`src/rtl/fix_pkg.sv`:
```
// Shared definitions for the FIX transmit path.
//
// Contents:
//   - ASCII constants used on the wire (SOH, '=', digit base, checksum and
//     BeginString tags).
//   - ser_state_e: serializer FSM state encoding. It is exported on the
//     serializer's dbg_state port.
//   - VAL_BYTES_DEFAULT: default maximum value length in bytes.
package fix_pkg;

    localparam logic [7:0]  SOH           = 8'h01;
    localparam logic [7:0]  EQ            = 8'h3D;
    localparam logic [7:0]  DIGIT0        = 8'h30;
    localparam logic [15:0] CHECKSUM_TAG  = 16'h3130;  // "10"
    localparam logic [7:0]  BEGIN_TAG     = 8'h38;     // "8"

    localparam int VAL_BYTES_DEFAULT = 32;

    typedef enum logic [2:0] {
        ST_IDLE,
        ST_TAG,
        ST_EQ,
        ST_VAL,
        ST_SOH,
        ST_CK_TAG,
        ST_CK_DIG,
        ST_CK_SOH
    } ser_state_e;

endpackage

```
`src/rtl/fix_msg_serializer_if.sv`:
```
// Field-in / byte-out bundle for fix_msg_serializer.
//
// Handshake semantics, identical on both sides: a transfer happens on a
// rising clk edge where valid and ready are both 1. The producer holds
// valid, and every signal it qualifies, stable until that transfer happens.
// The consumer may change ready freely.
//   field side: field_valid_i / field_ready_o qualify tag_i, tag_len_i,
//               value_i, value_len_i and last_field_i.
//   byte side:  data_valid_o / data_ready_i qualify data_o,
//               start_message_o and end_message_o.
//
// Modports:
//   slave  - the serializer.
//   master - the environment. It drives fields in and sinks bytes.
interface fix_msg_serializer_if
    import fix_pkg::*;
#(
    parameter int VAL_BYTES = VAL_BYTES_DEFAULT
);
    logic                   field_valid_i;
    logic                   field_ready_o;
    logic [31:0]            tag_i;
    logic [2:0]             tag_len_i;
    logic [8*VAL_BYTES-1:0] value_i;
    logic [5:0]             value_len_i;
    logic                   last_field_i;
    logic [7:0]             data_o;
    logic                   data_valid_o;
    logic                   data_ready_i;
    logic                   start_message_o;
    logic                   end_message_o;

    modport slave (
        input  field_valid_i, tag_i, tag_len_i, value_i, value_len_i,
               last_field_i, data_ready_i,
        output field_ready_o, data_o, data_valid_o, start_message_o,
               end_message_o
    );

    modport master (
        output field_valid_i, tag_i, tag_len_i, value_i, value_len_i,
               last_field_i, data_ready_i,
        input  field_ready_o, data_o, data_valid_o, start_message_o,
               end_message_o
    );

endinterface

```
`src/rtl/fix_checksum_ascii.sv`:
```
// Converts an 8-bit checksum into three ASCII decimal digits, with leading
// zeros kept ("031", not "31"). The module is purely combinational.
//
// Ports:
//   bin      in  8  binary value, 0..255
//   hundreds out 8  ASCII hundreds digit
//   tens     out 8  ASCII tens digit
//   units    out 8  ASCII units digit
module fix_checksum_ascii
    import fix_pkg::*;
(
    input  logic [7:0] bin,
    output logic [7:0] hundreds,
    output logic [7:0] tens,
    output logic [7:0] units
);

    logic [7:0] rem100;

    assign rem100   = bin % 8'd100;
    assign hundreds = DIGIT0 + (bin / 8'd100);
    assign tens     = DIGIT0 + (rem100 / 8'd10);
    assign units    = DIGIT0 + (rem100 % 8'd10);

endmodule

```
`src/rtl/fix_msg_serializer.sv`:
```
// FIX tag/value serializer (transmit side).
//
// The block takes one right-aligned tag/value field per field handshake. It
// emits the field as `tag '=' value SOH` on an 8-bit stream, one byte per
// byte handshake. All outputs are registered.
//
// Build option:
//   FIX_CHECKSUM_EN - when defined, the block keeps a mod-256 sum of every
//   body byte of a message. After the SOH of the field marked last, it
//   appends the trailer "10=nnn" SOH. When undefined, no trailer is
//   generated, and upstream sends tag 10 as an ordinary last field.
//
// Ports:
//   clk        in   clock
//   rst        in   synchronous, active-high reset
//   bus        slave modport of fix_msg_serializer_if; carries field input
//              and byte output
//   dbg_state  out  current FSM state
module fix_msg_serializer
    import fix_pkg::*;
#(
    parameter int VAL_BYTES = VAL_BYTES_DEFAULT
)(
    input  logic                 clk,
    input  logic                 rst,
    fix_msg_serializer_if.slave  bus,
    output ser_state_e           dbg_state
);

`ifdef FIX_CHECKSUM_EN
    localparam bit CK_EN = 1'b1;
`else
    localparam bit CK_EN = 1'b0;
`endif

    localparam logic [5:0] VAL_MAX = 6'(VAL_BYTES);

    ser_state_e             state;
    logic [31:0]            tag_r;
    logic [8*VAL_BYTES-1:0] val_r;
    logic [1:0]             tag_idx;
    logic [5:0]             val_idx;
    logic [5:0]             val_len_r;
    logic                   last_r;
    logic                   msg_open;   // a message has started and not yet ended

    logic [7:0] data_q;
    logic       valid_q;
    logic       ready_q;
    logic       start_q;
    logic       end_q;

    logic       field_hs;
    logic       byte_hs;
    logic [2:0] tag_len_c;
    logic [1:0] tag_top_c;
    logic [5:0] val_len_c;
    logic [1:0] tag_idx_m1;
    logic [5:0] val_idx_m1;
    logic [5:0] val_len_m1;
    logic [7:0] first_tag_byte;
    logic [7:0] next_tag_byte;
    logic [7:0] first_val_byte;
    logic [7:0] next_val_byte;

    assign field_hs = bus.field_valid_i && ready_q;
    assign byte_hs  = valid_q && bus.data_ready_i;

    // Clamp incoming lengths into the legal range before they are used.
    always_comb begin
        tag_len_c = bus.tag_len_i;
        if (bus.tag_len_i == 3'd0) begin
            tag_len_c = 3'd1;
        end else if (bus.tag_len_i > 3'd4) begin
            tag_len_c = 3'd4;
        end
        val_len_c = (bus.value_len_i > VAL_MAX) ? VAL_MAX : bus.value_len_i;
    end

    assign tag_top_c  = 2'(tag_len_c - 3'd1);
    assign tag_idx_m1 = tag_idx - 2'd1;
    assign val_idx_m1 = val_idx - 6'd1;
    assign val_len_m1 = val_len_r - 6'd1;

    // Fields are right-aligned, so character k from the end sits in byte k.
    // Bytes are emitted from the highest used byte down to byte 0.
    assign first_tag_byte = bus.tag_i[{tag_top_c, 3'b000} +: 8];
    assign next_tag_byte  = tag_r[{tag_idx_m1, 3'b000} +: 8];
    assign first_val_byte = val_r[{val_len_m1, 3'b000} +: 8];
    assign next_val_byte  = val_r[{val_idx_m1, 3'b000} +: 8];

`ifdef FIX_CHECKSUM_EN
    logic [7:0] csum;
    logic [1:0] ck_idx;
    logic [7:0] dig_h;
    logic [7:0] dig_t;
    logic [7:0] dig_u;

    fix_checksum_ascii u_ck_ascii (
        .bin      (csum),
        .hundreds (dig_h),
        .tens     (dig_t),
        .units    (dig_u)
    );

    // Sum of body bytes. It is cleared when a message opens. Trailer bytes
    // are not added. The sum is final once the last SOH has been accepted,
    // so it is stable for the whole trailer.
    always_ff @(posedge clk) begin
        if (rst) begin
            csum <= '0;
        end else if (field_hs && !msg_open) begin
            csum <= '0;
        end else if (byte_hs && (state inside {ST_TAG, ST_EQ, ST_VAL, ST_SOH})) begin
            csum <= csum + data_q;
        end
    end
`endif

    // Each transition loads the byte for the state being entered, so data_q
    // is always the byte for the current state. Without a byte handshake,
    // every output register holds its value.
    always_ff @(posedge clk) begin
        if (rst) begin
            state     <= ST_IDLE;
            ready_q   <= 1'b0;
            valid_q   <= 1'b0;
            data_q    <= 8'h00;
            start_q   <= 1'b0;
            end_q     <= 1'b0;
            msg_open  <= 1'b0;
            tag_r     <= '0;
            val_r     <= '0;
            tag_idx   <= '0;
            val_idx   <= '0;
            val_len_r <= '0;
            last_r    <= 1'b0;
`ifdef FIX_CHECKSUM_EN
            ck_idx    <= '0;
`endif
        end else begin
            case (state)
                ST_IDLE: begin
                    if (field_hs) begin
                        tag_r     <= bus.tag_i;
                        val_r     <= bus.value_i;
                        val_len_r <= val_len_c;
                        last_r    <= bus.last_field_i;
                        tag_idx   <= tag_top_c;
                        data_q    <= first_tag_byte;
                        valid_q   <= 1'b1;
                        start_q   <= !msg_open;
                        end_q     <= 1'b0;
                        msg_open  <= 1'b1;
                        ready_q   <= 1'b0;
                        state     <= ST_TAG;
                    end else begin
                        ready_q   <= 1'b1;
                    end
                end

                ST_TAG: begin
                    if (byte_hs) begin
                        start_q <= 1'b0;
                        if (tag_idx == 2'd0) begin
                            data_q <= EQ;
                            state  <= ST_EQ;
                        end else begin
                            tag_idx <= tag_idx_m1;
                            data_q  <= next_tag_byte;
                        end
                    end
                end

                ST_EQ: begin
                    if (byte_hs) begin
                        if (val_len_r == 6'd0) begin
                            data_q <= SOH;
                            end_q  <= last_r && !CK_EN;
                            state  <= ST_SOH;
                        end else begin
                            val_idx <= val_len_m1;
                            data_q  <= first_val_byte;
                            state   <= ST_VAL;
                        end
                    end
                end

                ST_VAL: begin
                    if (byte_hs) begin
                        if (val_idx == 6'd0) begin
                            data_q <= SOH;
                            end_q  <= last_r && !CK_EN;
                            state  <= ST_SOH;
                        end else begin
                            val_idx <= val_idx_m1;
                            data_q  <= next_val_byte;
                        end
                    end
                end

                ST_SOH: begin
                    if (byte_hs) begin
`ifdef FIX_CHECKSUM_EN
                        if (last_r) begin
                            data_q <= CHECKSUM_TAG[15:8];
                            ck_idx <= 2'd0;
                            state  <= ST_CK_TAG;
                        end else begin
                            data_q  <= 8'h00;
                            valid_q <= 1'b0;
                            end_q   <= 1'b0;
                            ready_q <= 1'b1;
                            state   <= ST_IDLE;
                        end
`else
                        if (last_r) begin
                            msg_open <= 1'b0;
                        end
                        data_q  <= 8'h00;
                        valid_q <= 1'b0;
                        end_q   <= 1'b0;
                        ready_q <= 1'b1;
                        state   <= ST_IDLE;
`endif
                    end
                end

`ifdef FIX_CHECKSUM_EN
                // ck_idx counts the trailer bytes already accepted in the
                // current CK_* state.
                ST_CK_TAG: begin
                    if (byte_hs) begin
                        if (ck_idx == 2'd0) begin
                            data_q <= CHECKSUM_TAG[7:0];
                            ck_idx <= 2'd1;
                        end else if (ck_idx == 2'd1) begin
                            data_q <= EQ;
                            ck_idx <= 2'd2;
                        end else begin
                            data_q <= dig_h;
                            ck_idx <= 2'd0;
                            state  <= ST_CK_DIG;
                        end
                    end
                end

                ST_CK_DIG: begin
                    if (byte_hs) begin
                        if (ck_idx == 2'd0) begin
                            data_q <= dig_t;
                            ck_idx <= 2'd1;
                        end else if (ck_idx == 2'd1) begin
                            data_q <= dig_u;
                            ck_idx <= 2'd2;
                        end else begin
                            data_q <= SOH;
                            end_q  <= 1'b1;
                            ck_idx <= 2'd0;
                            state  <= ST_CK_SOH;
                        end
                    end
                end

                ST_CK_SOH: begin
                    if (byte_hs) begin
                        data_q   <= 8'h00;
                        valid_q  <= 1'b0;
                        end_q    <= 1'b0;
                        ready_q  <= 1'b1;
                        msg_open <= 1'b0;
                        state    <= ST_IDLE;
                    end
                end
`endif

                default: begin
                    state <= ST_IDLE;
                end
            endcase
        end
    end

    assign bus.field_ready_o   = ready_q;
    assign bus.data_o          = data_q;
    assign bus.data_valid_o    = valid_q;
    assign bus.start_message_o = start_q;
    assign bus.end_message_o   = end_q;
    assign dbg_state           = state;

endmodule
```
`src/flat_wrapper.sv`:
```
// flat-port wrapper written by rule: the top's interface ports become plain ports
module fix_msg_serializer_flat import fix_pkg::*;
#(
    parameter int VAL_BYTES = VAL_BYTES_DEFAULT
)
  (clk, rst, dbg_state, bus_field_valid_i, bus_tag_i, bus_tag_len_i, bus_value_i, bus_value_len_i, bus_last_field_i, bus_data_ready_i, bus_field_ready_o, bus_data_o, bus_data_valid_o, bus_start_message_o, bus_end_message_o);
  fix_msg_serializer_if #(.VAL_BYTES(VAL_BYTES)) bus_i ();
  input  logic clk;
  input  logic rst;
  output ser_state_e dbg_state;
  input wire logic [$bits(bus_i.field_valid_i)-1:0] bus_field_valid_i;
  input wire logic [$bits(bus_i.tag_i)-1:0] bus_tag_i;
  input wire logic [$bits(bus_i.tag_len_i)-1:0] bus_tag_len_i;
  input wire logic [$bits(bus_i.value_i)-1:0] bus_value_i;
  input wire logic [$bits(bus_i.value_len_i)-1:0] bus_value_len_i;
  input wire logic [$bits(bus_i.last_field_i)-1:0] bus_last_field_i;
  input wire logic [$bits(bus_i.data_ready_i)-1:0] bus_data_ready_i;
  output wire logic [$bits(bus_i.field_ready_o)-1:0] bus_field_ready_o;
  output wire logic [$bits(bus_i.data_o)-1:0] bus_data_o;
  output wire logic [$bits(bus_i.data_valid_o)-1:0] bus_data_valid_o;
  output wire logic [$bits(bus_i.start_message_o)-1:0] bus_start_message_o;
  output wire logic [$bits(bus_i.end_message_o)-1:0] bus_end_message_o;
  assign bus_i.field_valid_i = bus_field_valid_i;
  assign bus_i.tag_i = bus_tag_i;
  assign bus_i.tag_len_i = bus_tag_len_i;
  assign bus_i.value_i = bus_value_i;
  assign bus_i.value_len_i = bus_value_len_i;
  assign bus_i.last_field_i = bus_last_field_i;
  assign bus_i.data_ready_i = bus_data_ready_i;
  assign bus_field_ready_o = bus_i.field_ready_o;
  assign bus_data_o = bus_i.data_o;
  assign bus_data_valid_o = bus_i.data_valid_o;
  assign bus_start_message_o = bus_i.start_message_o;
  assign bus_end_message_o = bus_i.end_message_o;
  fix_msg_serializer #(.VAL_BYTES(VAL_BYTES)) u_core (.clk(clk), .rst(rst), .bus(bus_i), .dbg_state(dbg_state));
endmodule
```
`config.mk`:
```
export PLATFORM = sky130hd
export DESIGN_NAME = fix_msg_serializer_flat
export DESIGN_NICKNAME = d
export VERILOG_FILES = /design/src/rtl/fix_pkg.sv /design/src/rtl/fix_msg_serializer_if.sv /design/src/rtl/fix_checksum_ascii.sv /design/src/rtl/fix_msg_serializer.sv /design/src/flat_wrapper.sv
export SDC_FILE = /design/constraint.sdc
export NUM_CORES = 1
export LEC_CHECK = 0
export CORE_MARGIN = 10
export CORE_UTILIZATION = 47
export CTS_CLUSTER_DIAMETER = 50
export DETAILED_ROUTE_END_ITERATION = 16
export MAX_ROUTING_LAYER = met4
export PLACE_DENSITY = 0.74
export SLEW_MARGIN = 20
export SYNTH_ARGS = -nofsm -noshare
export SYNTH_HDL_FRONTEND = slang
export SYNTH_SLANG_ARGS = --single-unit
```
`constraint.sdc`:
```
create_clock -name clk -period 3.9 [get_ports clk]
set_clock_uncertainty 0.15 [all_clocks]
set_input_delay 0.78 -clock clk [delete_from_list [all_inputs] [get_ports clk]]
set_output_delay 0.78 -clock clk [all_outputs]
set_load 0.02 [all_outputs]
```
**Word level (Yosys, flattened, before mapping)**

Cells that the tools add are included.
Widths: inputs -> output; s select.

- Equal/unequal tests: 16
- $lt $le $gt $ge: 2
- $add $sub $neg: 4
- Reduce and logical (&&, ||, !) cells: 23
- Shift-type cells: 4
- Mux-type cells: 47

Operator list:

| cell | number |
|---|---|
| $shiftx 256x10->8 | 2 |
| $mux 8 | 8 |
| $shiftx 32x6->8 | 2 |
| $pmux 8 s5 | 1 |
| $mux 6 | 5 |
| $mux 3 | 8 |
| $ne 2x1->1 const B | 9 |
| $pmux 3 s5 | 1 |
| $reduce_and 7->1 | 2 |
| $logic_not 6->1 | 2 |
| $mux 1 | 12 |
| $pmux 6 s2 | 1 |
| $sub 6x1->6 const B | 2 |
| $mux 2 | 5 |
| $pmux 1 s2 | 4 |
| $reduce_and 4->1 | 2 |
| $eq 3x2->1 const B | 2 |
| $gt 6x6->1 const B | 1 |
| $logic_not 3->1 | 2 |
| $ne 2x2->1 const B | 3 |
| $reduce_and 3->1 | 2 |
| $reduce_and 6->1 | 1 |
| $reduce_bool 2->1 | 3 |
| $reduce_and 5->1 | 1 |
| other kinds (12) | 15 |

- Logic and storage cells: 109
- Output and inout port bits: 15
- Register bits: 319
- Input port bits: 302

**Depth between registers and ports, before layout**

Gate-level depths: netlist of the first run.

- Depth after elaboration: 7
- Gate-level depth with buffers: 15
- Mapped depth without buffers: 8

**Least setup slack after synthesis of the first run**

Ideal clock, no wire load.

- Path kind: register to register
- Start: reg u_core.val_len_r[0]
- End: reg u_core.data_q[1], in the netlist u_core.bus.data_o[1]
- Arrival time: 3379 ps
- Period minus slack after synthesis: 3661 ps
- Required time: 3618 ps
- Setup time: 132 ps
- Path buffers: 7
- Stages on the path, launching flop included: 14
- Path slack: 239 ps
- Cell sequence: dfxtp_1 > buf_6 > buf_6 > buf_2 > buf_2 > inv_1 > ha_1 > buf_2 > buf_2 > clkbuf_1 > mux4_2 > mux4_2 > a22oi_1 > a31oi_1

- Cells in the longest elaborated chain, start to end: 5
- Elaborated cells on any way between the ends: 6

Ends and longest elaborated chain:

| element | line | source |
|---|---|---|
| start: declaration | fix_msg_serializer.sv:43 | `logic [5:0] val_len_r;` |
| start signal: assignment | fix_msg_serializer.sv:147 | `val_len_r <= val_len_c;` |
| $sub 6x1->6 | fix_msg_serializer.sv:83 | `assign val_len_m1 = val_len_r - 6'd1;` |
| $shiftx 256x10->8 | fix_msg_serializer.sv:89 | `assign first_val_byte = val_r[{val_len_m1, 3'b000} +: 8];` |
| $mux 8 * | fix_msg_serializer.sv:177 | `if (val_len_r == 6'd0) begin` |
| $mux 8 * | fix_msg_serializer.sv:176 | `if (byte_hs) begin` |
| $pmux 8 s5 * | fix_msg_serializer.sv:142 | `case (state)` |
| end signal: assignment | fix_msg_serializer.sv:150 | `data_q <= first_tag_byte;` |
| end signal: assignment | fix_msg_serializer.sv:170 | `data_q <= next_tag_byte;` |
| end signal: assignment | fix_msg_serializer.sv:183 | `data_q <= first_val_byte;` |
| end: declaration | fix_msg_serializer.sv:47 | `logic [7:0] data_q;` |

Every way passes the cells marked *; elsewhere a longest branch is shown, timed or not. The select of a mux whose other input is x is not followed.
A chain may end at the register's enable or synchronous reset.

**Final worst setup path of the first run**

- Start: reg u_core.val_idx[0]
- End: reg u_core.data_q[1], in the netlist u_core.bus.data_o[1]

- Cells in the longest elaborated chain, start to end: 5
- Elaborated cells on any way between the ends: 6

Ends and longest elaborated chain:

| element | line | source |
|---|---|---|
| start: declaration | fix_msg_serializer.sv:42 | `logic [5:0] val_idx;` |
| start signal: assignment | fix_msg_serializer.sv:182 | `val_idx <= val_len_m1;` |
| start signal: assignment | fix_msg_serializer.sv:196 | `val_idx <= val_idx_m1;` |
| $sub 6x1->6 | fix_msg_serializer.sv:82 | `assign val_idx_m1 = val_idx - 6'd1;` |
| $shiftx 256x10->8 | fix_msg_serializer.sv:90 | `assign next_val_byte = val_r[{val_idx_m1, 3'b000} +: 8];` |
| $mux 8 * | fix_msg_serializer.sv:191 | `if (val_idx == 6'd0) begin` |
| $mux 8 * | fix_msg_serializer.sv:190 | `if (byte_hs) begin` |
| $pmux 8 s5 * | fix_msg_serializer.sv:142 |  |
| end signal: assignment | fix_msg_serializer.sv:150 |  |
| end signal: assignment | fix_msg_serializer.sv:183 |  |
| end signal: assignment | fix_msg_serializer.sv:197 | `data_q <= next_val_byte;` |

Marked as above.

==> results of run 1 <==
stage by stage:
stage	total power, mW	setup slack [ns]	cell area (um^2)	cells
2_1_floorplan	6.002	0.2391	16220	1829
3_3_place_gp	7.087	0.8716	19610	2456
3_5_place_dp	7.166	0.7094	19610	2456
4_1_cts	10.74	0.6912	20890	2524
5_1_grt	11.22	0.5271	20900	2525
6_report	10.74	0.7034	20900	2525
flip-flops by register name, summed over array words and instances, names as in the netlist:
signal	cells
u_core.val_r	256
u_core.tag_r	32
u_core.bus.data_o	8
u_core.val_idx	6
u_core.val_len_r	6
u_core.dbg_state	3
u_core.tag_idx	2
u_core.bus.data_valid_o	1
u_core.bus.end_message_o	1
u_core.bus.field_ready_o	1
u_core.bus.start_message_o	1
u_core.last_r	1
u_core.msg_open	1
final cells by class:
| type | instances | area, um^2 |
|---|---|---|
| fillers | 2770 | 12890 |
| inverters | 8 | 30.03 |
| flip-flops and latches | 319 | 6394 |
| repair buffers | 343 | 3458 |
| clock buffers | 50 | 1091 |
| clock inverters | 18 | 187.7 |
| diodes | 1 | 2.502 |
| well taps | 448 | 560.5 |
| multi-input cells | 1338 | 9171 |
worst max path at each step:
stage,cells past startpoint,slack (ns),endpoint,start
after floorplan,13,0.24,u_core.bus.data_o[1],u_core.val_len_r[0]
after global placement,6,0.87,u_core.bus.data_o[6],u_core.val_idx[0]
after detailed placement,6,0.71,u_core.bus.data_o[6],u_core.val_idx[0]
after CTS,6,0.69,u_core.bus.data_o[6],u_core.val_idx[0]
after global routing,6,0.53,u_core.bus.data_o[6],u_core.val_idx[0]
final,6,0.70,u_core.bus.data_o[1],u_core.val_idx[0]
routing by layer:
layer,up-vias,routed length (um),global-route usage [%]
met5,-,0,-
met4,0,1932,9.057
met3,133,5860,5.881
met2,817,25210,39.69
met1,7196,22980,35.27
li1,6910,-,-
logic make-up after synthesis:
| group | Yosys count |
|---|---|
| and+or+nand+nor | 729 |
| AOI/OAI and AO/OA | 409 |
| DFF | 319 |
| muxes | 191 |
| buffers and inverters | 172 |
| xor gates and xnor gates | 6 |
| adders and majority gates | 3 |
placed cells by master, fill, tap and decap left out, drive strengths merged, types with 8 or more instances in the layout:
cell             n
a211oi          23
a21oi          318
a31oi            8
buf             28
clkbuf          50
clkdlybuf4s50  315
dfxtp          319
inv             14
mux2             8
mux2i           35
mux4           148
nand2          623
nand3            8
nand3b          10
nor2            26
nor2b            9
nor3            15
nor4            12
o21ai           21
where the power goes:
| part | leakage [nW] | internal, mW | switching [mW] | total [mW] |
|---|---|---|---|---|
| clock | 0.619 | 2.14 | 1.45 | 3.59 |
| combinational | 3.83 | 1.32 | 1.66 | 2.97 |
| sequential | 2.60 | 3.73 | 0.443 | 4.17 |
worst reg2reg max path: stages (launching register included):
cell	delay (ns)
dfxtp_4	0.35
buf_4	0.61
mux4_2	0.64
mux4_2	0.49
nor2b_1	0.16
a2111oi_0	0.51
a31oi_1	0.16
==> flow_metrics.py, run 1 <==
metrics = {
    "yosys": {
        "syn_area_um2": 16220,
        "synth_top_area_share_pct": 39.38,
        "yosysTopAreaCell": "dfxtp_1",
        "syn_nets": 2134,
        "synth-seq-area-share_pct": 39.38,
        "synthTopCellsByArea": "dfxtp_1 39%, mux4_2 21%, nand2_1 14%, a21oi_1 9.8%, clkbuf_1 2.8%",
        "ys_warn_count": 0,
        "synth-simple-area-share_pct": 18.38,
        "synthArstFlopShare_pct": 0,
        "synth_common_cells": "622 x nand2_1, 319 x dfxtp_1, 318 x a21oi_1, 148 x mux4_2, 120 x clkbuf_1",
        "synth_edf_count": 0,
        "synthAdderAreaFrac_pct": 0.2315,
        "yosysMostFrequentCell": "nand2_1",
        "synth_compound_area_share_pct": 13.88,
        "avgSynthCellArea_um2": 8.866,
        "synthMuxAreaShare_pct": 23.27,
        "synthCells": 1829,
        "synth_ff_type": "dfxtp_1",
        "synthXorXnorAreaFrac_pct": 0.3241,
        "ys_seq_elements": 319,
        "netlist-cell-type-count": 62,
        "synth_top_family_by_area": "multiplexers",
    },
    "critical_path": {
        "worst_ep_required_time_ns": 4.13,
        "path_max_fanout": 40,
        "reg2reg_from": "u_core.val_idx[0]",
        "r2r_slack_ns": 0.70,
        "crit_type": "reg -> reg",
        "critPathBufInv": 1,
        "r2r_cells": 6,
        "crit_path_start_kind": "flop",
        "arrival_ns": 3.43,
        "critical_path.cell_chain": "buf_4, mux4_2, mux4_2, nor2b_1, a2111oi_0, a31oi_1",
        "cp_common_cell": "mux4_2",
        "cp_slowest_cell": "buf_4",
        "critPathMaxStageDelay_ns": 0.61,
        "crit_family": "multiplexers",
        "end_kind": "flop",
        "r2r_end": "u_core.bus.data_o[1]",
    },
    "global_routing": {
        "track_usage_pct": 26.63,
        "grt_overflow": 0,
        "grt_max_degree": 186,
        "antenna_found_initial": 1,
        "grt_pass1_vias": 14950,
        "grt_pass1_wl_um": 85850,
    },
    "sta": {
        "setup_violations": 0,
        "drv_slew": 0,
        "hold_violations": 0,
        "relSlewSlack_pct": 29.77,
        "fmax_mhz": 312.8,
        "finalCriticalPeriod_ns": 3.197,
        "rsz0062_at_grt": "no",
        "post-route-period-util_pct": 81.97,
        "worst_hold_slack_ns": 0.3000,
        "tightest_slew_ns": 1.051,
        "fin_tns_setup_ns": 0,
    },
    "run": {
        "max-cap-violations": 0,
    },
    "run_status": {
        "outcome": "complete, no violations",
    },
    "detailed_routing": {
        "drt_iter0_markers": 1756,
        "via_count": 15060,
        "dr.pass1.iters": 5,
        "antenna_left": 0,
        "via_per_inst": 5.963,
        "finalWirelength_um": 55980,
        "wl_per_cell_um": 22.17,
        "drc": 0,
    },
    "place": {
        "portBuffers": 316,
        "detailed_place_hpwl_um": 41320,
        "place.gp.congestion": 0.9872,
    },
    "floorplan": {
        "die_y_um": 205.7,
        "io_pins": 317,
        "start_util_pct": 48.00,
        "rows": 67,
        "core_um2": 33780,
        "die_w_um": 205.7,
        "dieArea_um2": 42330,
    },
    "layout": {
        "drive_gt1_share_pct": 12.76,
        "layout.nets": 2354,
        "finish.utilization_pct": 61.85,
        "areaGrowthSynthToFinish_pct": 28.86,
    },
    "clock_network": {
        "post-cts-setup-buffers": 0,
        "cts_buffers": 39,
        "cts_tree": "yes",
        "postCtsHoldBufs": 0,
        "htree_levels": 2,
        "clockBufferDepth": 3,
        "root_buffer": "clkbuf_16",
        "cts_sinks": 319,
        "path_clk_slew_ns": 0.06,
        "clk-insertion-delay-late_ns": 0.52,
        "cts_resized": 0,
    },
    "power_and_ir_drop": {
        "peakVddDrop_mv": 0.5451,
        "powerDensity_nw_per_um2": 513.8,
        "leakage_nw": 7.042,
    },
    "worst_hold_path": {
        "min_path_cells": 2,
        "min_from": "u_core.tag_r[23]",
        "worstHoldEndpoint": "u_core.tag_r[23]",
        "hold_path_class": "reg -> reg",
    },
}
No activity file was read; power rests on OpenSTA's default activity.
==> run 2, diff against run 1 <==
Settings changed: CORE_UTILIZATION 47 to 53, PLACE_DENSITY 0.74 to 0.8.
Clock period 3.9 ns to 3.2 ns, I/O delays scaled along.
==> run 2 against run 1 <==
  * Largest power group unchanged
  * Worst setup slack worse by 0.47 ns
  * Via count up 1.7%
  * Critical path type unchanged
  * Final area increased by 0.64%
  * Critical endpoint is now u_core.bus.data_o[7]
  * Wire length shrank 0.51%
  * Largest cell class unchanged
==> flow_metrics.py, run 2 (synthesis results as in run 1) <==
metrics = {
    "detailed_routing": {
        "finalWirelength_um": 55700,
        "drc": 0,
        "met1_length_um": 22320,
        "via_count": 15310,
        "wl_per_cell_um": 22.44,
        "via_per_inst": 6.168,
        "met2_length_um": 25650,
        "dr.pass1.iters": 6,
        "antenna_left": 0,
        "drt_iter0_markers": 1978,
        "routed-wl-met3_um": 5873,
        "dr.max_layer_used": "met4",
    },
    "layout": {
        "top_register": "u_core.val_r",
        "largest_reg_flops": 256,
        "layout.nets": 2369,
        "areaGrowthSynthToFinish_pct": 29.68,
        "final_cell_mix": "622 x nand2_1, 318 x a21oi_1, 317 x dfxtp_1, 315 x clkdlybuf4s50_1, 148 x mux4_2",
        "mostFrequentLayoutCell": "nand2_1",
        "finish.utilization_pct": 70.39,
        "drive_gt1_share_pct": 13.35,
    },
    "floorplan": {
        "die_y_um": 194.9,
        "die_w_um": 194.9,
        "start_util_pct": 54.28,
        "core_um2": 29870,
        "dieArea_um2": 37990,
        "io_pins": 317,
        "rows": 63,
    },
    "sta": {
        "fin_ws_ns": 0.2344,
        "drv_slew": 0,
        "worst_hold_slack_ns": 0.3033,
        "hold_violations": 0,
        "rsz0062_at_grt": "no",
        "post-route-period-util_pct": 92.67,
        "fmax_mhz": 337.2,
        "relSlewSlack_pct": 40.27,
        "tightest_slew_ns": 0.8959,
        "finalCriticalPeriod_ns": 2.966,
        "fin_tns_setup_ns": 0,
        "setup_violations": 0,
    },
    "critical_path": {
        "crit_family": "simple AND/OR/NAND/NOR gates",
        "cp_slowest_cell": "or4_1",
        "critPathMaxStageDelay_ns": 0.65,
        "arrival_ns": 3.20,
        "crit_path_start_kind": "flop",
        "critical_path.cell_chain": "or4_1, nand2_4, mux4_2, a2111oi_0, a211oi_1",
        "path_max_fanout": 19,
        "crit_type": "reg -> reg",
        "end_kind": "flop",
        "worst_ep_required_time_ns": 3.43,
        "critPathBufInv": 0,
    },
    "clock_network": {
        "clk-insertion-delay-late_ns": 0.52,
        "cts_resized": 0,
        "root_buffer": "clkbuf_16",
        "postCtsHoldBufs": 0,
        "path_clk_slew_ns": 0.06,
        "clockBufferDepth": 3,
        "cts_sinks": 319,
        "cts_tree": "yes",
        "cts_buffers": 38,
        "htree_levels": 2,
        "post-cts-setup-buffers": 0,
    },
    "place": {
        "place.gp.congestion": 1.002,
        "portBuffers": 316,
        "detailed_place_hpwl_um": 41110,
        "place_ws_ns": 0.3422,
    },
    "power_and_ir_drop": {
        "powerDensity_nw_per_um2": 625.6,
        "peakVddDrop_mv": 0.3886,
        "leakage_nw": 7.151,
    },
    "worst_hold_path": {
        "hold_path_class": "reg -> reg",
    },
    "global_routing": {
        "grt_max_degree": 137,
        "grt_pass1_wl_um": 84790,
        "track_usage_pct": 28.50,
        "antenna_found_initial": 2,
        "grt_overflow": 0,
        "grt_pass1_vias": 15060,
    },
    "run": {
        "max-cap-violations": 0,
    },
    "run_status": {
        "outcome": "complete, no violations",
    },
}
run 2: layout make-up:
cell class              count  area (um^2)
inverters                   8        30.03
repair buffers            359         3679
diodes                      2        5.005
multi-input cells        1338         9171
fillers                  2231         8846
clock buffers              53         1121
clock inverters            13        141.4
well taps                 390        488.0
flip-flops and latches    319         6394
run 2: per-stage QoR:
step	std cells	power (mW)	instance area (um^2)
global route	2482	13.68	21030
floorplan	1829	7.322	16270
CTS	2480	13.10	21020
finish	2482	13.16	21030
detailed placement	2414	8.777	19760
global placement	2414	8.672	19760
run 2: power breakdown:
part	total [mW]	switching [mW]	internal, mW
Clock	4.34	1.72	2.62
Combinational	3.72	2.04	1.68
Sequential	5.10	0.549	4.55
run 2: per-layer routing:
layer  vias up  global-route usage (%)
li1       6932                       -
met2       926                   43.22
met5         -                       -
met4         0                   9.693
met1      7298                   36.96
met3       153                   6.453
run 2: tightest hold or removal path, stage by stage, from the launching register on:
cell and delay [ns]:
dfxtp_1 0.30, nand2_1 0.05, a21oi_1 0.05
run 2: final timing paths:
| path | endpoint | slack (ns) | cells after the start | start |
|---|---|---|---|---|
| worst max-delay path | u_core.bus.data_o[7] | 0.23 | 5 | u_core.val_len_r[0] |
| worst min-delay path | u_core.tag_r[18] | 0.30 | 2 | u_core.tag_r[18] |
| worst max register to register | u_core.bus.data_o[7] | 0.23 | 5 | u_core.val_len_r[0] |
| worst min register to register | u_core.tag_r[18] | 0.30 | 2 | u_core.tag_r[18] |
==> run 3, diff against run 2 <==
Settings changed: CORE_UTILIZATION 53 to 35, PLACE_DENSITY 0.8 to 0.56, SETUP_SLACK_MARGIN set to 0.02.
==> run 3 against run 2 <==
  * Fmax decreased by 0.76%
  * Wire length is 6.6% higher
  * Via count is 4.4% lower
  * Non-clock buffer count is 12 higher
  * Largest cell class unchanged
  * Global-route usage is 7.2 points lower
  * Register-to-register slack got worse by 0.02 ns
  * Die area grew 46%
==> flow_metrics.py, run 3 (synthesis results as in run 1) <==
metrics = {
    "run_status": {
        "outcome": "complete, no violations",
    },
    "place": {
        "place.gp.congestion": 0.8628,
        "detailed_place_hpwl_um": 44260,
        "portBuffers": 316,
    },
    "clock_network": {
        "cts_sinks": 319,
        "cts_tree": "yes",
        "clk-insertion-delay-late_ns": 0.55,
        "post-cts-setup-buffers": 0,
        "postCtsHoldBufs": 0,
        "htree_levels": 2,
        "clockBufferDepth": 3,
        "cts_resized": 0,
        "root_buffer": "clkbuf_16",
        "cts_buffers": 43,
        "path_clk_slew_ns": 0.06,
    },
    "global_routing": {
        "antenna_found_initial": 1,
        "grt_overflow": 0,
        "grt_pass1_vias": 14580,
        "track_usage_pct": 21.30,
        "grt_pass1_wl_um": 90580,
        "grt_max_degree": 171,
    },
    "detailed_routing": {
        "via_count": 14630,
        "drt_iter0_markers": 1358,
        "via_per_inst": 5.398,
        "dr.pass1.iters": 5,
        "drc": 0,
        "finalWirelength_um": 59370,
        "antenna_left": 0,
        "wl_per_cell_um": 21.91,
    },
    "run": {
        "max-cap-violations": 0,
    },
    "worst_hold_path": {
        "min_from": "u_core.tag_r[16]",
        "hold_path_class": "reg -> reg",
        "min_path_cells": 2,
        "worstHoldEndpoint": "u_core.tag_r[16]",
    },
    "critical_path": {
        "r2r_cells": 9,
        "crit_type": "reg -> reg",
        "crit_path_start_kind": "flop",
        "critPathBufInv": 3,
        "end_kind": "flop",
        "arrival_ns": 3.23,
        "crit_family": "multiplexers",
        "r2r_end": "u_core.bus.data_o[2]",
        "path_max_fanout": 9,
        "reg2reg_from": "u_core.val_len_r[0]",
        "cp_slowest_cell": "mux4_2",
        "r2r_slack_ns": 0.21,
        "critical_path.cell_chain": "inv_1, ha_4, buf_4, mux4_2, mux4_2, a22o_1, nor4_1, buf_4, a2111oi_0",
        "critPathMaxStageDelay_ns": 0.56,
        "worst_ep_required_time_ns": 3.45,
    },
    "floorplan": {
        "die_y_um": 235.2,
        "rows": 78,
        "die_w_um": 235.2,
        "io_pins": 317,
        "dieArea_um2": 55340,
        "core_um2": 45580,
        "start_util_pct": 35.58,
    },
    "power_and_ir_drop": {
        "leakage_nw": 7.271,
        "powerDensity_nw_per_um2": 632.8,
        "p_total_mw": 13.59,
        "peakVddDrop_mv": 0.3171,
    },
    "layout": {
        "mostFrequentLayoutCell": "nand2_1",
        "top_register": "u_core.val_r",
        "areaGrowthSynthToFinish_pct": 32.41,
        "largest_reg_flops": 256,
        "layout.nets": 2386,
        "final_cell_mix": "622 x nand2_1, 318 x a21oi_1, 317 x dfxtp_1, 315 x clkdlybuf4s50_1, 148 x mux4_2",
        "drive_gt1_share_pct": 14.22,
    },
    "sta": {
        "setup_violations": 0,
        "fin_tns_setup_ns": 0,
        "tightest_slew_ns": 0.8540,
        "fmax_mhz": 334.6,
        "relSlewSlack_pct": 43.07,
        "rsz0062_at_grt": "no",
        "drv_slew": 0,
        "finalCriticalPeriod_ns": 2.988,
        "hold_violations": 0,
        "post-route-period-util_pct": 93.38,
    },
}
run 3: stage by stage:
step / std cells / utilization (%) / setup slack [ns] / area (um^2) / hold WS [ns]
floorplan: 1829 / - / 0.02455 / 16270 / 0.2831
global placement: 2636 / 44.05 / 0.2543 / 20080 / 0.2904
detailed placement: 2636 / 44.05 / 0.2172 / 20080 / 0.2981
CTS: 2709 / 47.10 / 0.2099 / 21470 / 0.3052
global route: 2710 / 47.11 / 0.02004 / 21470 / 0.3227
finish: 2710 / 47.11 / 0.2117 / 21470 / 0.3016
run 3: worst max-delay path by stage:
stage                                    from                   end  slack [ns]  cells past startpoint
final                     u_core.val_len_r[0]  u_core.bus.data_o[2]        0.21                      9
after floorplan           u_core.val_len_r[0]  u_core.bus.data_o[7]        0.02                     11
after detailed placement    u_core.val_idx[1]  u_core.bus.data_o[6]        0.22                      8
after global placement      u_core.val_idx[0]  u_core.bus.data_o[2]        0.25                      9
after CTS                   u_core.val_idx[1]  u_core.bus.data_o[6]        0.21                      8
after global routing        u_core.val_idx[1]  u_core.bus.data_o[6]        0.02                      8
run 3: layer usage:
| metal | wire, um | vias up | GRT usage (%) |
|---|---|---|---|
| met5 | 0 | - | - |
| met4 | 765 | 0 | 3.816 |
| met3 | 3237 | 50 | 3.346 |
| met2 | 27650 | 494 | 33.07 |
| met1 | 27710 | 7105 | 29.12 |
| li1 | - | 6980 | - |
run 3: tightest hold or removal path, cell delays in order, from the launching register on:
cell and delay, ns:
dfxtp_1 0.30, nand2_1 0.05, a21oi_1 0.05
run 3: final cells by class:
cell class                 instances  area (um^2)
antenna                            1        2.502
clock buffer                      53         1164
clock inverter                    20        226.5
fill                            4370        24110
inverter                           8        30.03
multi-input combinational       1338         9173
sequential                       319         6394
tap                              600        750.7
timing repair buffer             371         3731
run 3: power by group:
part | switching, mW | leakage (nW) | internal [mW]
registers | 0.444 | 2.60 | 4.55
logic | 2.15 | 3.98 | 1.72
clock network | 1.88 | 0.690 | 2.85
